[config.mk]
export PLATFORM = sky130hd
export DESIGN_NAME = spi_mem_master
export DESIGN_NICKNAME = d
export VERILOG_FILES = /design/src/rtl/spi_mem_master.sv
export SDC_FILE = /design/constraint.sdc
export NUM_CORES = 1
export LEC_CHECK = 0
export CAP_MARGIN = 0
export CORE_MARGIN = 5
export CORE_UTILIZATION = 45
export CTS_CLUSTER_DIAMETER = 200
export DETAILED_ROUTE_END_ITERATION = 12
export PLACE_DENSITY = 0.63
export SLEW_MARGIN = 0
export SYNTH_ARGS = -nofsm -noshare
export SYNTH_HDL_FRONTEND = slang
export SYNTH_SLANG_ARGS = --single-unit
[constraint.sdc]
create_clock -name mclk -period 2.7 [get_ports mclk]
set_input_delay 0.81 -clock mclk [delete_from_list [all_inputs] [get_ports mclk]]
set_output_delay 0.81 -clock mclk [all_outputs]
set_load 0.02 [all_outputs]
[src/rtl/spi_mem_master.sv]
// spi_mem_master: SPI mode-0 master for 25xx-series EEPROMs, one byte per request.
// A read is a single 0x03 frame. A write is a WREN (0x06) frame followed by a
// WRITE (0x02) frame.
// Optional macro SPI_MEM_MASTER_WIP_POLL_EN: after the WRITE frame, poll RDSR (0x05)
// until the WIP bit clears. Without it, finish pulses right after the write frame.
module spi_mem_master #(
    parameter int CLK_DIV = 25,
    parameter int CS_GAP  = 50
) (
    input  logic        mclk,
    input  logic        reset_n,
    input  logic        begin_rd,
    input  logic        begin_wr,
    output logic        finish,
    input  logic [15:0] addr,
    input  logic [7:0]  data_wr,
    output logic [7:0]  data_rd,
    output logic        busy,
    output logic        spi_clk,
    output logic        spi_mosi,
    input  logic        spi_miso,
    output logic        spi_cs
);

    // Top-level sequencing states; the frame kind selects what gets shifted.
    localparam logic [2:0] S_IDLE = 3'd0;
    localparam logic [2:0] S_GAP  = 3'd1;
    localparam logic [2:0] S_XFER = 3'd2;
    localparam logic [2:0] S_TAIL = 3'd3;
    localparam logic [2:0] S_DONE = 3'd4;

    localparam logic [1:0] K_WREN = 2'd0;
    localparam logic [1:0] K_CMD  = 2'd1;
`ifdef SPI_MEM_MASTER_WIP_POLL_EN
    localparam logic [1:0] K_POLL = 2'd2;
`endif

    localparam logic [7:0]  DIV_LAST = 8'(CLK_DIV - 1);
    localparam logic [15:0] GAP_LAST = 16'((CS_GAP > 0) ? (CS_GAP - 1) : 0);

    logic [2:0]  state;
    logic [1:0]  kind;
    logic        is_wr;
    logic [15:0] addr_q;
    logic [7:0]  data_q;
    logic [7:0]  div_cnt;
    logic [5:0]  bit_cnt;
    logic [31:0] shift_out;
    logic [7:0]  shift_in;
    logic [15:0] gap_cnt;
    logic        miso_s1;
    logic        miso_s2;
    logic [31:0] frame_word;
    logic [5:0]  frame_last;

    // Build the left-aligned frame to send and its last bit index for the current kind.
    always_comb begin
        frame_word = 32'h0;
        frame_last = 6'd7;
        case (kind)
            K_WREN: begin
                frame_word = {8'h06, 24'h0};
                frame_last = 6'd7;
            end
            K_CMD: begin
                frame_word = {(is_wr ? 8'h02 : 8'h03), addr_q, (is_wr ? data_q : 8'h00)};
                frame_last = 6'd31;
            end
`ifdef SPI_MEM_MASTER_WIP_POLL_EN
            K_POLL: begin
                frame_word = {8'h05, 24'h0};
                frame_last = 6'd15;
            end
`endif
            default: begin
                frame_word = 32'h0;
                frame_last = 6'd7;
            end
        endcase
    end

    // Two-flop synchroniser for the asynchronous MISO pin.
    always_ff @(posedge mclk or negedge reset_n) begin
        if (!reset_n) begin
            miso_s1 <= 1'b0;
            miso_s2 <= 1'b0;
        end else begin
            miso_s1 <= spi_miso;
            miso_s2 <= miso_s1;
        end
    end

    // Request handling, CS gap timing, bit shifting and frame sequencing.
    always_ff @(posedge mclk or negedge reset_n) begin
        if (!reset_n) begin
            state     <= S_IDLE;
            kind      <= K_WREN;
            is_wr     <= 1'b0;
            addr_q    <= 16'h0;
            data_q    <= 8'h0;
            div_cnt   <= 8'h0;
            bit_cnt   <= 6'h0;
            shift_out <= 32'h0;
            shift_in  <= 8'h0;
            gap_cnt   <= 16'h0;
            finish    <= 1'b0;
            busy      <= 1'b0;
            data_rd   <= 8'h0;
            spi_cs    <= 1'b1;
            spi_clk   <= 1'b0;
            spi_mosi  <= 1'b0;
        end else begin
            finish <= 1'b0;
            if (spi_cs && gap_cnt != 16'hFFFF) begin
                gap_cnt <= gap_cnt + 16'd1;
            end

            case (state)
                S_IDLE: begin
                    if (begin_rd) begin
                        addr_q <= addr;
                        data_q <= data_wr;
                        is_wr  <= 1'b0;
                        kind   <= K_CMD;
                        busy   <= 1'b1;
                        state  <= S_GAP;
                    end else if (begin_wr) begin
                        addr_q <= addr;
                        data_q <= data_wr;
                        is_wr  <= 1'b1;
                        kind   <= K_WREN;
                        busy   <= 1'b1;
                        state  <= S_GAP;
                    end
                end

                S_GAP: begin
                    if (gap_cnt >= GAP_LAST) begin
                        spi_cs    <= 1'b0;
                        spi_clk   <= 1'b0;
                        spi_mosi  <= frame_word[31];
                        shift_out <= frame_word;
                        div_cnt   <= 8'h0;
                        bit_cnt   <= 6'h0;
                        state     <= S_XFER;
                    end
                end

                S_XFER: begin
                    if (div_cnt == DIV_LAST) begin
                        div_cnt <= 8'h0;
                        if (!spi_clk) begin
                            spi_clk  <= 1'b1;
                            shift_in <= {shift_in[6:0], miso_s2};
                        end else begin
                            spi_clk   <= 1'b0;
                            shift_out <= {shift_out[30:0], 1'b0};
                            spi_mosi  <= shift_out[30];
                            bit_cnt   <= bit_cnt + 6'd1;
                            if (bit_cnt == frame_last) begin
                                state <= S_TAIL;
                            end
                        end
                    end else begin
                        div_cnt <= div_cnt + 8'd1;
                    end
                end

                S_TAIL: begin
                    if (div_cnt == DIV_LAST) begin
                        div_cnt <= 8'h0;
                        spi_cs  <= 1'b1;
                        gap_cnt <= 16'h0;
                        case (kind)
                            K_WREN: begin
                                kind  <= K_CMD;
                                state <= S_GAP;
                            end
                            K_CMD: begin
                                if (is_wr) begin
`ifdef SPI_MEM_MASTER_WIP_POLL_EN
                                    kind  <= K_POLL;
                                    state <= S_GAP;
`else
                                    state <= S_DONE;
`endif
                                end else begin
                                    data_rd <= shift_in;
                                    state   <= S_DONE;
                                end
                            end
`ifdef SPI_MEM_MASTER_WIP_POLL_EN
                            K_POLL: begin
                                state <= shift_in[0] ? S_GAP : S_DONE;
                            end
`endif
                            default: state <= S_DONE;
                        endcase
                    end else begin
                        div_cnt <= div_cnt + 8'd1;
                    end
                end

                S_DONE: begin
                    finish <= 1'b1;
                    busy   <= 1'b0;
                    state  <= S_IDLE;
                end

                default: state <= S_IDLE;
            endcase
        end
    end

endmodule

======== After elaboration in Yosys (flattened, before gate mapping) ========
Cells that the tools add are included.
storage, ports and cells
  logic and storage cells ................. 110
  input bits .............................. 29
  output and inout port bits .............. 13
  flip-flop bits (word level) ............. 114
operators by class
  muxes and demuxes ....................... 51
  equality and inequality tests ........... 15
  add/subtract/negate cells ............... 3
  bitwise logic cells ..................... 2
  reductions and logical operators ........ 20
  magnitude comparators ................... 1
operators with widths
  kind                   number
  $mux 31                3
  $mux 16                5
  $pmux 31 s2            1
  $pmux 27 s2            1
  $mux 8                 5
  $mux 3                 8
  $mux 6                 3
  $add 16x1->16 const B  1
  $ge 16x6->1 const B    1
  $ne 16x16->1 const B   1
  $pmux 8 s2             1
  $mux 1                 12
  $pmux 3 s4             1
  $pmux 6 s2             1
  $reduce_and 4->1       3
  $reduce_bool 2->1      6
  $ne 2x2->1 const B     5
  $reduce_and 3->1       3
  $add 8x1->8 const B    1
  $eq 8x5->1 const B     1
  $mux 2                 4
  $pmux 1 s2             4
  $add 6x1->6 const B    1
  $eq 3x2->1 const B     2
  other kinds (15)       18

======== Longest topological paths before layout ========
Gate-level depths: netlist of the first run.
  word-level depth ........................ 7
  gate-level depth with buffers ........... 9
  mapped depth without buffers ............ 7

======== Worst setup path before layout of the first run ========
No wires, ideal clock.
  path type ............................... register -> register
  start point ............................. register div_cnt[0]
  end point ............................... register shift_in[0]
  data required time ...................... 2.575 ns
  setup time .............................. 0.125 ns
  slack ................................... 0.475 ns
  stages on the path, launching flop included .. 8
  clock period less this slack ............ 2.225 ns
  arrival time ............................ 2.101 ns
  path buffers ............................ 1
  path through ............................ dfrtp_1 > inv_1 > ha_1 > nand4b_1 > or4_1 > buf_4 > nor3_2 > mux2_2
on the way
  word-level cells in the longest chain between the ends .. 2
RTL lines
  element                            RTL line  text
  from (decl)                        46        logic [7:0] div_cnt;
  from (signal assigned)             165       div_cnt <= div_cnt + 8'd1;
  from (signal assigned)             200       div_cnt <= div_cnt + 8'd1;
  $eq 8x5->1                         150       if (div_cnt == DIV_LAST) begin
  $reduce_and 3->1 (no source line)  n/a
  to (signal assigned)               154       shift_in <= {shift_in[6:0], miso_s2};
  to (decl)                          49        logic [7:0] shift_in;
No other way between the ends.
A chain may end at the register's enable or synchronous reset.

======== Final worst setup path of the first run ========
  start point ............................. register spi_cs
  end point ............................... output port spi_cs
RTL lines
  element                 RTL line  text
  from (decl)             22        output logic spi_cs
  from (signal assigned)  109       spi_cs <= 1'b1;
  from (signal assigned)  139       spi_cs <= 1'b0;
  from (signal assigned)  172       spi_cs <= 1'b1;
No word-level cell between the ends.

==> impl_metrics.ini, run 1 <==
[global_routing]
grt_usage_pct = 16.7
grt_max_degree = 42
overflow = 0
grt_pass1_wl_um = 18900
grt_pass1_vias = 3965
antenna_found_initial = 0

[place]
gp_congestion = 0.835
hpwlAfterDp_um = 7340
io_buffers = 41

[detailed_routing]
wl_per_cell_um = 15.8
vias = 3903
drt_iter0_drc = 259
vias_per_cell = 5.62
drc = 0
routed.top_layer = met4
first_pass_iters = 4
dr_wl_met3_um = 461
drt_wl_total_um = 11000
wl_met2_um = 5400
met1_length_um = 4970
drtAntennaViolNets = 0

[cts]
holdBufCountCts = 0
cts-resized-gates = 0
clk_pin_slew_ns = 0.05
cts-buffers-inserted = 17
cts_setup_buffers = 0
cts_root_buf = clkbuf_16
cts_tree = yes
cts-htree-levels = 4
clock_sinks = 113
clk_latency_ns = 0.41
cts_buffer_depth = 2

[die]
start_util_pct = 45.7
io_pins = 42
core_mm2 = 0.0114
dieArea_mm2 = 0.0138
num_rows = 39
fp.dieW_um = 117
die_height_um = 117

[power]
ir_drop_uv = 636
power_density_mw_per_mm2 = 912
p_leak_nw = 2.76

[synthesis]
ys_ff_latch = 113
yosys-top-cells-area = dfrtp_1 54%, mux2_2 9.1%, a21oi_1 4.1%
syn_avg_cell_area_um2 = 10.7
ys_types = 52
synth_area_leader_cell = dfrtp_1
synth_edf_count = 0
syn-cell-area_mm2 = 0.00519
syn_nets = 522
yosysMostFrequentCell = dfrtp_1
ys_seq_area_share_pct = 54.5
synth.top_cells.by_count = 112 x dfrtp_1, 43 x a21oi_1, 42 x mux2_2
synth_cells = 487
yosysWarnings = 0
synth-main-ff-cell = dfrtp_1
synth_top_area_share_pct = 54.0
synthArstFlopShare_pct = 100

[timing]
finalMaxSlewViolations = 0
tns_ns = 0
slew-limit-headroom_pct = 50.7
hold_viol_final = 0
setup_viol = 0
fin_hold_ws_ns = 0.282
worst_slew_pin_slew_ns = 0.740
finalClockSkew_ns = 0.00555
fin_crit_ns = 2.50
max_freq_ghz = 0.400
min_period_over_period_pct = 92.5
rsz0062_at_grt = false

[critical_path]
critPathTopFamily = buffers and inverters
crit_required_ns = 1.89
rrSetupSlack_ns = 0.32
reg2regPathDepth = 8
cp.buffers_inverters = 1
cp.arrival_ns = 1.69
crit_fanout = 10
r2r_end = shift_out[0]$_DFFE_PN0P_
worst_setup_path_end_kind = primary output
start_kind = flip-flop
path_class = reg -> out
r2r-start = div_cnt[0]$_DFFE_PN0P_
slowest_delay_ns = 0.65
crit_slowest_cell = clkdlybuf4s50_1
crit_path_cell_trace = clkdlybuf4s50_1

[layout]
drive_gt1_share_pct = 18.3
diodes = 0
nets = 576
nFillCells = 971
syn_to_final_growth_pct = 24.6

[status]
status = completed

[flow_run]
maxCapViolations = 0

[hold_path]
hold_class = in -> async
==> placed cells by master, fill, tap and decap left out, drive strengths merged, types with 4 or more instances in the layout <==
cell type	instances
bufinv	5
nor4	5
nor2	40
o31ai	5
buf	22
and2	4
and3	7
xnor2	7
nand4	4
clkdlybuf4s50	40
clkbuf	20
ha	6
and4	4
nand2	37
nor3	9
inv	9
mux2	42
nand3	25
a21oi	45
a211oi	7
dfrtp	112
xor2	7
o21ai	31
clkinv	4
a31oi	16
==> metrics by stage <==
stage | instance area, um2 | setup slack (ns) | std cells | utilization [%] | total power [W]
finish | 6470 | 0.201 | 695 | 56.9 | 0.00590
global route | 6470 | 0.150 | 695 | 56.9 | 0.00620
global placement | 5840 | 0.360 | 665 | 51.3 | 0.00349
detailed placement | 5840 | 0.305 | 665 | 51.3 | 0.00353
CTS | 6470 | 0.170 | 695 | 56.9 | 0.00597
floorplan | 5190 | 0.475 | 487 | - | 0.00315
==> per-layer routing <==
layer / global-route usage [%] / up-vias
met2: 26.2 / 70
li1: - / 1871
met5: 0 / -
met4: 6.53 / 0
met1: 21.5 / 1949
met3: 5.63 / 13
==> how the worst max path moves through the flow <==
stage,from,endpoint,slack (ns),cells after the start
after global placement,div_cnt[0]$_DFFE_PN0P_,data_rd[2]$_DFFE_PN0P_,0.36,7
after CTS,spi_cs$_DFFE_PN1P_,spi_cs,0.17,1
after floorplan,div_cnt[0]$_DFFE_PN0P_,shift_in[0]$_DFFE_PN0P_,0.47,7
final,spi_cs$_DFFE_PN1P_,spi_cs,0.20,1
after detailed placement,div_cnt[0]$_DFFE_PN0P_,data_rd[5]$_DFFE_PN0P_,0.30,7
after global routing,div_cnt[0]$_DFFE_PN0P_,data_rd[3]$_DFFE_PN0P_,0.15,7
==> sequential cells by signal, summed over array words and instances (netlist names), 3 cells and up <==
name	cells
shift_out	31
addr_q	16
gap_cnt	16
data_q	8
data_rd	8
div_cnt	8
shift_in	8
bit_cnt	6
state	3
==> layout make-up <==
class / instances / area [um2] / share of cell area (%)
tap: 143 / 179 / 2.77
clock buffer: 20 / 447 / 6.91
inverter: 9 / 33.8 / 0.522
multi-input combinational: 338 / 2200 / 34.1
sequential: 113 / 2830 / 43.7
timing repair buffer: 62 / 591 / 9.13
clock inverter: 10 / 185 / 2.86
==> logic make-up (layout without fill, tap and decap cells) <==
family	Yosys count	after routing	synth area share [%]
AOI/OAI and AO/OA	121	121	14.2
xor gates and xnor gates	14	14	2.36
adders and majority gates	6	6	1.45
buffers and inverters	36	101	3.11
DFF	113	113	54.5
muxes	43	43	9.30
and+or+nand+nor	154	154	15.1
==> power by group <==
group          switching, W  total (W)  leakage, nW  internal [W]
Combinational      0.000640    0.00119         1.04      0.000551
Clock              0.000753    0.00240        0.306       0.00165
Sequential         0.000251    0.00230         1.42       0.00205
Total               0.00164    0.00590         2.76       0.00425
Note: power is estimated with default switching activity, not from simulation.
==> run 2: changes to the inputs <==
- PLACE_DENSITY: 0.63 -> 0.66
- clock period: 2.7 -> 2.07 ns (I/O delays scaled with it)
==> run 2 against run 1 <==
The flow now finishes with violations (setup timing). Clock skew is 0.0056 ns higher. Via count up 2.8%. Routed wire length grew 1.8%. Non-clock buffer count grew 36. First-iteration DRC count shrank 0.39%. Critical path type is now reg -> reg.
==> impl_metrics.ini, run 2 (synthesis results as in run 1) <==
[power]
power_density_mw_per_mm2 = 1170
p_leak_nw = 3.01
ir_drop_uv = 1030

[critical_path]
worst_setup_path_end_kind = flip-flop
rrSetupSlack_ns = -0.07
path_class = reg -> reg
crit_required_ns = 2.36
start_kind = flip-flop
reg2regPathDepth = 8
r2r_end = state[0]$_DFFE_PN0P_
cp.arrival_ns = 2.43
crit_fanout = 7
r2r-start = div_cnt[0]$_DFFE_PN0P_

[layout]
diodes = 0
top_register = shift_out
nFillCells = 921
final_cell_mix = 112 x dfrtp_1, 46 x buf_4, 42 x a21oi_1
fin_cells = 733
final_common_cell = dfrtp_1
nets = 612
drive_gt1_share_pct = 25.4
largest_reg_flops = 31
multi_input_area_mm2 = 0.00227
final_util_pct = 61.0
reg.largest.list = shift_out x31, addr_q x16, gap_cnt x16
syn_to_final_growth_pct = 33.6
regArea_mm2 = 0.00283
fin_area_mm2 = 0.00694

[detailed_routing]
vias_per_cell = 5.47
vias = 4012
first_pass_iters = 5
drc = 0
drt_wl_total_um = 11200
drtAntennaViolNets = 0
wl_per_cell_um = 15.2
drt_iter0_drc = 258

[timing]
rsz0062_at_grt = true
slew-limit-headroom_pct = 67.9
finalMaxSlewViolations = 0
hold_viol_final = 0
setup_viol = 38
layout_setup_ws_ns = -0.0732
fin_crit_ns = 2.14
tns_ns = -1.15
worst_slew_pin_slew_ns = 0.480
max_freq_ghz = 0.467
finalClockSkew_ns = 0.0111
min_period_over_period_pct = 104

[cts]
holdBufCountCts = 0
clock_sinks = 113
cts_tree = yes
clk_pin_slew_ns = 0.05
cts-buffers-inserted = 17
cts-htree-levels = 4
cts_root_buf = clkbuf_16
clk_latency_ns = 0.40
cts_buffer_depth = 2

[global_routing]
grt_pass1_wl_um = 19200
grt_max_degree = 46
overflow = 0
grt_pass1_vias = 4060
antenna_found_initial = 0
grt_usage_pct = 16.7

[hold_path]
hold_class = in -> async

[die]
dieArea_mm2 = 0.0138
fp.dieW_um = 117
num_rows = 39
core_mm2 = 0.0114
io_pins = 42
start_util_pct = 45.7
die_height_um = 117

[status]
violations = setup timing
status = finished with violations

[place]
place_area_mm2 = 0.00612
io_buffers = 41
gp_congestion = 0.816
dp_cells = 693
hpwlAfterDp_um = 7590

[flow_run]
maxCapViolations = 0
-- run 2: changes by cell type in the layout (fill, tap and decap cells not counted), moves of 2 or more --
| cell | previous run | this run |
|---|---|---|
| a211oi_2 | 0 | 3 |
| o21ai_1 | 1 | 4 |
| a211oi_1 | 7 | 4 |
| o21ai_0 | 30 | 26 |
| buf_6 | 0 | 2 |
| dlygate4sd2_1 | 0 | 2 |
| clkbuf_1 | 2 | 4 |
| buf_4 | 20 | 46 |
| nor2_1 | 40 | 38 |
| buf_12 | 2 | 7 |
| clkdlybuf4s50_1 | 40 | 38 |
-- run 2: metal layers --
metal	global-route usage, %	wire length (um)	share of wire (%)	up-vias
li1	-	-	-	1943
met1	21.0	4930	44	1964
met2	27.8	5610	50	90
met3	4.48	451	4.0	15
met4	5.87	172	1.5	0
met5	0	0	0	-
-- run 2: critical path: stages (launching register included) --
cell and delay (ns):
dfrtp_1 0.38, inv_1 0.06, ha_1 0.14, nand4b_1 0.14
or4_4 0.47, buf_8 0.17, a22oi_2 0.17, o211a_1 0.18
mux2_2 0.33
-- run 2: final cells by class --
type                       count  share of cell area (%)
clock buffer                  23                    6.75
clock inverter                 9                    2.58
inverter                       9                   0.487
multi-input combinational    338                    32.8
sequential                   113                    40.8
tap                          143                    2.58
timing repair buffer          98                    14.0
-- run 2: how the worst max path moves through the flow --
| stage | start | end | slack, ns |
|---|---|---|---|
| after floorplan | div_cnt[0]$_DFFE_PN0P_ | bit_cnt[0]$_DFFE_PN0P_ | -0.04 |
| after global placement | div_cnt[0]$_DFFE_PN0P_ | state[0]$_DFFE_PN0P_ | -0.06 |
| after detailed placement | div_cnt[0]$_DFFE_PN0P_ | state[0]$_DFFE_PN0P_ | -0.13 |
| after CTS | div_cnt[0]$_DFFE_PN0P_ | state[0]$_DFFE_PN0P_ | -0.08 |
| after global routing | div_cnt[0]$_DFFE_PN0P_ | shift_out[6]$_DFFE_PN0P_ | -0.18 |
| final | div_cnt[0]$_DFFE_PN0P_ | state[0]$_DFFE_PN0P_ | -0.07 |
-- run 2: what timing repair did --
action / in CTS / in global routing
setup buffers: 2 / 4
gates resized for setup: 11 / 13
pin swaps: 7 / 1
cloned: 1 / 1
endpoints found under the setup margin: 57 / 62
-- run 2: stage by stage --
step           setup WS, ns  hold slack (ns)  total power (W)
4_1_cts             -0.0843            0.114          0.00806
2_1_floorplan       -0.0394            0.325          0.00412
3_5_place_dp         -0.125            0.339          0.00475
6_report            -0.0732            0.117          0.00810
3_3_place_gp        -0.0596            0.345          0.00466
5_1_grt              -0.176            0.128          0.00851
-- run 2: power by group --
part           switching [W]  total, W  internal (W)  leakage [nW]
Clock               0.000969   0.00317       0.00220         0.308
Sequential          0.000271   0.00295       0.00268          1.42
Combinational       0.000993   0.00198      0.000983          1.28
Total                0.00223   0.00810       0.00586          3.01
==> run 3: changes to the inputs <==
- CTS_BUF_LIST: not set -> sky130_fd_sc_hd__clkbuf_8
- DONT_BUFFER_PORTS: not set -> 1
- GPL_TIMING_DRIVEN: not set -> 0
- PLACE_DENSITY: 0.66 -> 0.61
==> run 3 against run 2 <==
The run ends with hold timing, setup timing left. Maximum frequency fell by 2.7%. Combinational power barely moved. Clock skew rose by 0.0033 ns. Sequential cell count did not move. Largest cell class unchanged.
==> impl_metrics.ini, run 3 (synthesis results as in run 1) <==
[critical_path]
r2r-start = div_cnt[0]$_DFFE_PN0P_
start_kind = flip-flop
slowest_delay_ns = 0.46
crit_path_start = div_cnt[0]$_DFFE_PN0P_
crit_fanout = 10
path_class = reg -> reg
crit_path_cell_trace = inv_1 > ha_1 > nand4b_1 > or4_4 > buf_8 > a22oi_2 > o211a_1 > mux2_2
cp.arrival_ns = 2.53
crit_slowest_cell = or4_4
worst_setup_path_end_kind = flip-flop
crit_required_ns = 2.39

[layout]
regArea_mm2 = 0.00283
multi_input_area_mm2 = 0.00241
top_register = shift_out
syn_to_final_growth_pct = 20.5
reg.largest.list = shift_out x31, addr_q x16, gap_cnt x16
largest_reg_flops = 31
final_common_cell = dfrtp_1
final_cell_mix = 112 x dfrtp_1, 41 x a21oi_1, 41 x mux2_2
drive_gt1_share_pct = 28.5
diodes = 0
nFillCells = 1008
fin_area_mm2 = 0.00626
nets = 565

[timing]
fin_hold_ws_ns = -0.132
hold_viol_final = 112
fin_crit_ns = 2.20
max_freq_ghz = 0.454
rsz0062_at_grt = true
slew-limit-headroom_pct = 52.4
setup_viol = 46
min_period_over_period_pct = 106
worst_slew_pin_slew_ns = 0.709
finalMaxSlewViolations = 0
tns_ns = -1.74
finalClockSkew_ns = 0.0144
layout_setup_ws_ns = -0.133

[die]
io_pins = 42
fp.dieW_um = 117
num_rows = 39
start_util_pct = 45.7
die_height_um = 117
core_mm2 = 0.0114
dieArea_mm2 = 0.0138

[flow_run]
maxCapViolations = 0

[place]
hpwlAfterDp_um = 7050
gp_congestion = 0.797
preCtsSetupSlack_ns = -0.478
place_area_mm2 = 0.00538
io_buffers = 0

[cts]
clk_latency_ns = 0.44
clock_sinks = 113
cts_root_buf = clkbuf_8
cts-htree-levels = 4
clk_pin_slew_ns = 0.07
cts_tree = yes
cts_buffer_depth = 2
cts-buffers-inserted = 17

[detailed_routing]
wl_per_cell_um = 16.4
drt_iter0_drc = 146
drc = 0
drtAntennaViolNets = 0
first_pass_iters = 6
drt_wl_total_um = 11200
vias_per_cell = 5.56
vias = 3806

[global_routing]
grt_max_degree = 114
antenna_found_initial = 0
overflow = 0
grt_usage_pct = 16.7
grt_pass1_wl_um = 18700
grt_pass1_vias = 3864

[power]
ir_drop_uv = 737
power_density_mw_per_mm2 = 1100
p_leak_nw = 2.70
total_power_w = 0.00689

[status]
violations = hold timing, setup timing
status = finished with violations

[hold_path]
hold_class = in -> async
## run 3: path summary, 6_finish.rpt
check                                       end  slack [ns]  cells after the start
setup / recovery           state[0]$_DFFE_PN0P_       -0.13                      8
min in group mclk             miso_s1$_DFF_PN0_        0.21                      0
max in group asynchronous    spi_cs$_DFFE_PN1P_        2.01                      0
setup reg to reg           state[0]$_DFFE_PN0P_       -0.13                      8
hold / removal             state[1]$_DFFE_PN0P_       -0.13                      0
hold reg to reg               miso_s2$_DFF_PN0_        0.36                      0
## run 3: layout make-up
type,instances,share of cell area (%)
Buffer,26,3.14
Clock buffer,24,5.28
Clock inverter,6,0.860
Inverter,9,0.540
Multi-Input combinational cell,338,38.4
Sequential cell,113,45.2
Tap cell,143,2.86
Timing Repair Buffer,25,3.68
## run 3: worst max-delay path: cells and delay by family, from the launching register on
kind / cells / cell delay (ns)
flip-flops: 1 / 0.38
adder cells (fa/ha/maj): 1 / 0.14
buffers and inverters: 2 / 0.24
AND/OR/NAND/NOR: 2 / 0.60
AO/OA/AOI/OAI: 2 / 0.40
multiplexers: 1 / 0.33
## run 3: where the power goes
group          switching (W)  internal [W]
clock network       0.000866       0.00115
logic                0.00103      0.000930
registers           0.000236       0.00268
## run 3: stage by stage
stage	utilization, %	hold slack (ns)	std cells
5_1_grt	55.0	-0.175	684
3_5_place_dp	47.3	0.330	630
6_report	55.0	-0.132	684
4_1_cts	53.2	-0.163	675
3_3_place_gp	47.3	0.330	630
2_1_floorplan	-	0.325	487
## run 3: layer usage
layer / vias to the layer above / global-route usage [%] / share of wire (%) / wire, um
met5: - / 0 / 0 / 0
met2: 74 / 26.9 / 50 / 5620
met1: 1857 / 20.2 / 44 / 4870
li1: 1851 / - / - / -
met3: 24 / 6.35 / 4.3 / 487
met4: 0 / 6.38 / 2.0 / 221
## run 3: repair_timing
item / in CTS / in global routing
hold endpoints to repair: 112 / 113
pin swaps: 11 / 11
gates cloned: 1 / 0
resized for setup: 37 / 45
buffers inserted: 15 / 9
setup endpoints to repair: 99 / 91
